<file path="src/rtl/clk_ratio_meter_pkg.sv">
// Shared types and constants for clk_ratio_meter.
//   state_e   : measurement FSM states (IDLE / ARM / MEASURE)
//   AVG_N     : number of periods averaged when CLK_RATIO_METER_AVG_EN is defined
//   AVG_SHIFT : log2(AVG_N), used for the truncating divide
package clk_ratio_meter_pkg;

  typedef enum logic [1:0] {
    IDLE    = 2'd0,
    ARM     = 2'd1,
    MEASURE = 2'd2
  } state_e;

  localparam int unsigned AVG_N     = 4;
  localparam int unsigned AVG_SHIFT = 2;

endpackage

</file>
<file path="src/rtl/sync_edge_detect.sv">
// Synchroniser chain plus rising-edge detector for a possibly asynchronous input.
// Ports:
//   i_CLK     in  1  clock
//   i_RST     in  1  synchronous active-high reset
//   sig_i     in  1  raw input
//   sig_o     out 1  synchronised input (last sync stage)
//   rise_o_c  out 1  combinational one-cycle pulse on a synchronised 0->1 transition
module sync_edge_detect #(
  parameter int unsigned SYNC_STAGES = 2
) (
  input  logic i_CLK,
  input  logic i_RST,
  input  logic sig_i,
  output logic sig_o,
  output logic rise_o_c
);

  logic [SYNC_STAGES-1:0] sync_q;
  logic                   sig_d_q;

  // Shift chain; bit 0 is the metastability-exposed first stage.
  always_ff @(posedge i_CLK) begin
    if (i_RST) begin
      sync_q  <= '0;
      sig_d_q <= 1'b0;
    end else begin
      sync_q  <= {sync_q[SYNC_STAGES-2:0], sig_i};
      sig_d_q <= sync_q[SYNC_STAGES-1];
    end
  end

  assign sig_o    = sync_q[SYNC_STAGES-1];
  assign rise_o_c = sync_q[SYNC_STAGES-1] & ~sig_d_q;

endmodule

</file>
<file path="src/rtl/clk_ratio_meter.sv">
// Measures the period and high time of a slow clock-like input in i_CLK cycles
// and flags an input that stops toggling.
// Optional feature macro: CLK_RATIO_METER_AVG_EN (report the truncated mean of
// every AVG_N consecutive periods instead of each period).
// Ports:
//   i_CLK    in  1      system clock
//   i_RST    in  1      synchronous active-high reset
//   i_EN     in  1      measurement enable (level)
//   i_SIG    in  1      signal under measurement, may be asynchronous
//   o_RATIO  out CNT_W  rise-to-rise period in i_CLK cycles
//   o_HIGH   out CNT_W  cycles the synchronised input was high in that period
//   o_VALID  out 1      one-cycle pulse when o_RATIO/o_HIGH update
//   o_STUCK  out 1      no rising edge within 2^CNT_W-1 cycles
module clk_ratio_meter
  import clk_ratio_meter_pkg::*;
#(
  parameter int unsigned CNT_W       = 16,
  parameter int unsigned SYNC_STAGES = 2
) (
  input  logic             i_CLK,
  input  logic             i_RST,
  input  logic             i_EN,
  input  logic             i_SIG,
  output logic [CNT_W-1:0] o_RATIO,
  output logic [CNT_W-1:0] o_HIGH,
  output logic             o_VALID,
  output logic             o_STUCK
);

  localparam logic [CNT_W-1:0] CNT_MAX = '1;

  logic             s_sig;
  logic             rise_c;
  state_e           state_q;
  logic [CNT_W-1:0] p_cnt_q;
  logic [CNT_W-1:0] h_cnt_q;
  logic [CNT_W-1:0] ratio_q;
  logic [CNT_W-1:0] high_q;
  logic             valid_q;
  logic             stuck_q;

`ifdef CLK_RATIO_METER_AVG_EN
  localparam int unsigned SUM_W     = CNT_W + AVG_SHIFT;
  localparam int unsigned AVG_IDX_W = AVG_SHIFT;

  logic [SUM_W-1:0]     sum_p_q;
  logic [SUM_W-1:0]     sum_h_q;
  logic [SUM_W-1:0]     sum_p_d;
  logic [SUM_W-1:0]     sum_h_d;
  logic [AVG_IDX_W-1:0] avg_idx_q;

  // Running sums including the period that is closing this cycle.
  assign sum_p_d = sum_p_q + SUM_W'(p_cnt_q);
  assign sum_h_d = sum_h_q + SUM_W'(h_cnt_q);
`endif

  sync_edge_detect #(
    .SYNC_STAGES (SYNC_STAGES)
  ) u_sync (
    .i_CLK    (i_CLK),
    .i_RST    (i_RST),
    .sig_i    (i_SIG),
    .sig_o    (s_sig),
    .rise_o_c (rise_c)
  );

  // Measurement FSM, counters, optional averager and output registers.
  always_ff @(posedge i_CLK) begin
    if (i_RST) begin
      state_q   <= IDLE;
      p_cnt_q   <= '0;
      h_cnt_q   <= '0;
      ratio_q   <= '0;
      high_q    <= '0;
      valid_q   <= 1'b0;
      stuck_q   <= 1'b0;
`ifdef CLK_RATIO_METER_AVG_EN
      sum_p_q   <= '0;
      sum_h_q   <= '0;
      avg_idx_q <= '0;
`endif
    end else begin
      valid_q <= 1'b0;
      if (!i_EN) begin
        state_q   <= IDLE;
        p_cnt_q   <= '0;
        h_cnt_q   <= '0;
`ifdef CLK_RATIO_METER_AVG_EN
        sum_p_q   <= '0;
        sum_h_q   <= '0;
        avg_idx_q <= '0;
`endif
      end else begin
        case (state_q)
          IDLE: state_q <= ARM;

          // First edge only opens a period; nothing to report yet.
          ARM: begin
            if (rise_c) begin
              state_q <= MEASURE;
              p_cnt_q <= CNT_W'(1);
              h_cnt_q <= CNT_W'(1);
            end
          end

          MEASURE: begin
            if (rise_c) begin
              // Rise wins over saturation: a period of exactly CNT_MAX is valid.
              p_cnt_q <= CNT_W'(1);
              h_cnt_q <= CNT_W'(1);
`ifdef CLK_RATIO_METER_AVG_EN
              if (avg_idx_q == AVG_IDX_W'(AVG_N - 1)) begin
                ratio_q   <= CNT_W'(sum_p_d >> AVG_SHIFT);
                high_q    <= CNT_W'(sum_h_d >> AVG_SHIFT);
                valid_q   <= 1'b1;
                stuck_q   <= 1'b0;
                sum_p_q   <= '0;
                sum_h_q   <= '0;
                avg_idx_q <= '0;
              end else begin
                sum_p_q   <= sum_p_d;
                sum_h_q   <= sum_h_d;
                avg_idx_q <= avg_idx_q + AVG_IDX_W'(1);
              end
`else
              ratio_q <= p_cnt_q;
              high_q  <= h_cnt_q;
              valid_q <= 1'b1;
              stuck_q <= 1'b0;
`endif
            end else if (p_cnt_q == CNT_MAX) begin
              state_q   <= ARM;
              p_cnt_q   <= '0;
              h_cnt_q   <= '0;
              ratio_q   <= '0;
              high_q    <= '0;
              stuck_q   <= 1'b1;
`ifdef CLK_RATIO_METER_AVG_EN
              sum_p_q   <= '0;
              sum_h_q   <= '0;
              avg_idx_q <= '0;
`endif
            end else begin
              p_cnt_q <= p_cnt_q + CNT_W'(1);
              if (s_sig) begin
                h_cnt_q <= h_cnt_q + CNT_W'(1);
              end
            end
          end

          default: state_q <= IDLE;
        endcase
      end
    end
  end

  assign o_RATIO = ratio_q;
  assign o_HIGH  = high_q;
  assign o_VALID = valid_q;
  assign o_STUCK = stuck_q;

endmodule

</file>
<file path="config.mk">
export PLATFORM = sky130hd
export DESIGN_NAME = clk_ratio_meter
export DESIGN_NICKNAME = d
export VERILOG_FILES = /design/src/rtl/clk_ratio_meter_pkg.sv /design/src/rtl/sync_edge_detect.sv /design/src/rtl/clk_ratio_meter.sv
export SDC_FILE = /design/constraint.sdc
export NUM_CORES = 1
export LEC_CHECK = 0
export CELL_PAD_IN_SITES_DETAIL_PLACEMENT = 1
export CELL_PAD_IN_SITES_GLOBAL_PLACEMENT = 1
export CORE_UTILIZATION = 25
export CTS_CLUSTER_SIZE = 8
export DETAILED_ROUTE_END_ITERATION = 10
export PLACE_DENSITY_LB_ADDON = 0.1
export REMOVE_ABC_BUFFERS = 1
export SYNTH_ARGS = -nofsm -noshare
export SYNTH_HDL_FRONTEND = slang
export SYNTH_SLANG_ARGS = --single-unit
export TNS_END_PERCENT = 100
</file>
<file path="constraint.sdc">
create_clock -name i_CLK -period 2.5 [get_ports i_CLK]
set_input_delay 0.75 -clock i_CLK [delete_from_list [all_inputs] [get_ports i_CLK]]
set_output_delay 0.75 -clock i_CLK [all_outputs]
set_load 0.05 [all_outputs]
</file>
==> impl_results.md, run 1 <==
* Kind of cell with the highest combined delay on the critical path: buffers and inverters
* Setup Crit Path Kind: reg2out
* Critical path peak fanout at 2
* Hold-fix buffers, CTS at 0
* Pre-antenna DRT Iters at 4
* I/O Pins at 38
* Share of total power in sequential cells at 0.479
* Buffers inserted during post-CTS setup optimization at 0
* Flip-flop and latch count after synthesis at 71
* Switching portion of total power at 0.2320
* Metal-1 WL at ~4.3 mm
* CTS tree: yes
* Max transition margin at 0.6606
* Hold Violations, Final at 0
* Clock slew at reported path FFs at about 60 ps
* Yosys cell types at 44
* Result of the run: complete, no violations
* Source-to-sink clock delay at the later pin of the worst-skew pair at 330 ps
* Post-synth top flop: sky130_fd_sc_hd__dfxtp_1
* Critical path buffer and inverter count at 1
* Antenna cells at 0
* Register area share after synthesis at 0.4907
* Max Buffers Root-to-Sink at 2
* Placed wire-length estimate at 5.330 mm
* Avg Vias per Cell at 4.980
* Routability Congestion at approximately 0.75
* Most common cell after layout, fill and taps aside: sky130_fd_sc_hd__dfxtp_1
* Worst slack at placement at 54.00 ps
* Static power due to leakage at 1.294 nW
* Top library cells by usage in the layout, fill and taps aside: sky130_fd_sc_hd__dfxtp_1, sky130_fd_sc_hd__clkdlybuf4s50_1, sky130_fd_sc_hd__a22o_1
* Uppermost routed layer: met4
* Sort of element at the end of the critical path: primary output
* WP data arrival at 1480 ps
* Count of input and output buffers at 37
* Ratio of cells with drive above 1 in the final layout at 0.1139
* Clock network power share at 0.485
* Syn avg cell area at 9.435 sq um
* Max-cap check violation count at 0
* EDFF count, synth at 0
* Unrepaired setup endpoints after global routing: false
* P_sw at 0.5517 mW
* Final ANT Viol Nets at 0
* Synth Instances at slightly above 300
* Highest clock frequency the design can meet at 0.4484 GHz
* Total count of max-transition violations in the final report at 0
* Highest cell delay on the worst timing path at 810 ps
* Setup slack of the critical path after layout at 269.9 ps
* Post-route core utilization at 0.3418
* Portion of the clock cycle consumed by the worst path in the final layout at 0.8921
* Net count reported at finish at 365
* First-pass GRT wire length at roughly 14 mm
* Filler instances at about 1,300
* Slowest stage cell, crit path: sky130_fd_sc_hd__clkdlybuf4s50_1
* Initial antenna violation count at 0
* Number of gates given a new drive strength after cts at 0
* Initial core utilization at 0.2615
* Chip height at between 100 and 150 microns
* Routed length per instance at 15.60 microns
* Overall power consumption at 2.378 mW
* Global-route total usage across every layer at 0.1486
* Total congestion overflow after global routing at 0
* Worst voltage drop across the vdd grid at 0.0002733 V
* Combinational group share of total power at 0.035
* Amount of wire on met3 after detailed routing at around 230 microns
* Final critical path time including I/O delays and setup at 2230 ps
* Ordered list of cells on the worst path: clkdlybuf4s50_1
* Total die area at 12,020 sq um
* Count of placed standard cells in the final layout, fillers left out at 500
* Vias in the first global route at around 2,500
* Pin count of the biggest net entering global routing at 34
* Total met2 wirelength after detailed routing at 3.177 mm
* Critical path launch point type: flop
* Layout Area Growth over Synthesis at 30.71%
* Measured slew at the worst slew-check pin at between 500 and 600 ps
* Floorplan Core Area at between 10,000 and 15,000 sq um
* Number of remaining DRC errors at 0
* Final count of negative-setup-slack endpoints at 0
* Share of flip-flops with an asynchronous set or reset after synthesis at 0
* Critical path data required time at 1750 ps
* Post-route clock skew at around 6.2 ps
* YS warnings at 0
* Row count at 38
* Hold Crit Class: reg2reg
* Mapped cell area at 2897 sq um
* Number of design-rule violations left by the first detailed-router iteration at 74
* Total number of vias at 2,490
* Clock root buffer: sky130_fd_sc_hd__clkbuf_16
* Cell count after placement at around 490
* CTS Buf Count at 9
* Power Internal at roughly 1.8 mW
* Power density of the placed cells at 628.0 nW/um^2
* Final wirelength at slightly below 8 mm
* Number of sinks handled by clock tree synthesis at 71
* CTS H-tree lvls at 3
* Chip width at 109.6 microns
worst paths after layout:
| check | start | end | slack, ps | cells past startpoint |
|---|---|---|---|---|
| max reg2reg | p_cnt_q[0]$_SDFFE_PP0P_ | h_cnt_q[5]$_SDFFE_PP0P_ | 330 | 6 |
| max | o_STUCK$_SDFFE_PP0P_ | o_STUCK | 270 | 1 |
| min | u_sync.sync_q[0]$_SDFF_PP0_ | u_sync.sync_q[1]$_SDFF_PP0_ | 440 | 1 |
| min reg2reg | u_sync.sync_q[0]$_SDFF_PP0_ | u_sync.sync_q[1]$_SDFF_PP0_ | 440 | 1 |
logic make-up after synthesis:
kind of cell / Yosys count / share of synthesized area
buf+inv: 21 / 0.03067
compound gates: 82 / 0.2048
simple gates: 116 / 0.2156
fa+ha+maj: 5 / 0.02160
flops: 71 / 0.4907
xor+xnor: 11 / 0.03326
mux: 1 / 0.003456
flip-flops by register name, indices dropped and copies added (netlist names):
register,count
h_cnt_q,16
o_HIGH,16
o_RATIO,16
p_cnt_q,16
state_q,2
u_sync.sync_q,2
o_STUCK,1
o_VALID,1
u_sync.sig_d_q,1
stage by stage:
step	hold WS (ps)	setup TNS (ps)	area, sq um
floorplan	413.8	-3147	2823
global placement	418.8	0	3522
detailed placement	433.0	0	3522
CTS	446.1	0	3786
global route	473.8	0	3786
finish	440.0	0	3786
synth_stat cells, drive strengths merged (3+ instances only):
cell type,count,share of area
and2,3,0.0065
nor2,24,0.031
o21ai,10,0.019
a41oi,3,0.0091
and4,7,0.023
nor2b,5,0.011
ha,5,0.022
xnor2,7,0.021
inv,4,0.0052
a211oi,4,0.010
nand4,8,0.017
or4,5,0.014
and3,4,0.010
xor2,4,0.012
nand2,23,0.031
clkbuf,14,0.018
a21oi,16,0.028
nor3,11,0.019
buf,3,0.0073
nor4,4,0.011
nand3,16,0.028
a31oi,9,0.019
a22o,32,0.097
dfxtp,71,0.49
per-layer routing:
metal  vias to the layer above  GRT usage
met5                         -          0
met4                         0    0.05143
met3                         7    0.03379
met2                        37     0.2031
met1                      1196     0.2244
li1                       1250          -
final cells by class:
cell class                 instances  area [sq um]  area share
tap                              140         175.2     0.04627
clock buffer                       9         225.2     0.05948
timing repair buffer              55         518.0      0.1368
inverter                           4         15.01    0.003966
clock inverter                     6         38.79     0.01024
sequential                        71          1421      0.3754
multi-input combinational        215          1393      0.3678
power by group through the flow:
stage / sequential (mW) / clock, mW / combinational, mW
6_report: 1.14 / 1.15 / 0.0841
5_1_grt: 1.14 / 1.25 / 0.0951
4_1_cts: 1.14 / 1.20 / 0.0865
3_5_place_dp: 1.17 / 0 / 0.0862
3_3_place_gp: 1.16 / 0 / 0.0855
2_1_floorplan: 1.16 / 0 / 0.0424
(Power assumes the default switching activity.)
==> run 2: changes to the inputs <==
ABC_CLOCK_PERIOD_IN_PS = 2500   (was default)
TNS_END_PERCENT = 50   (was 100)
==> results of run 2 <==
Final layout, timing and power as in run 1 (identical DEF).
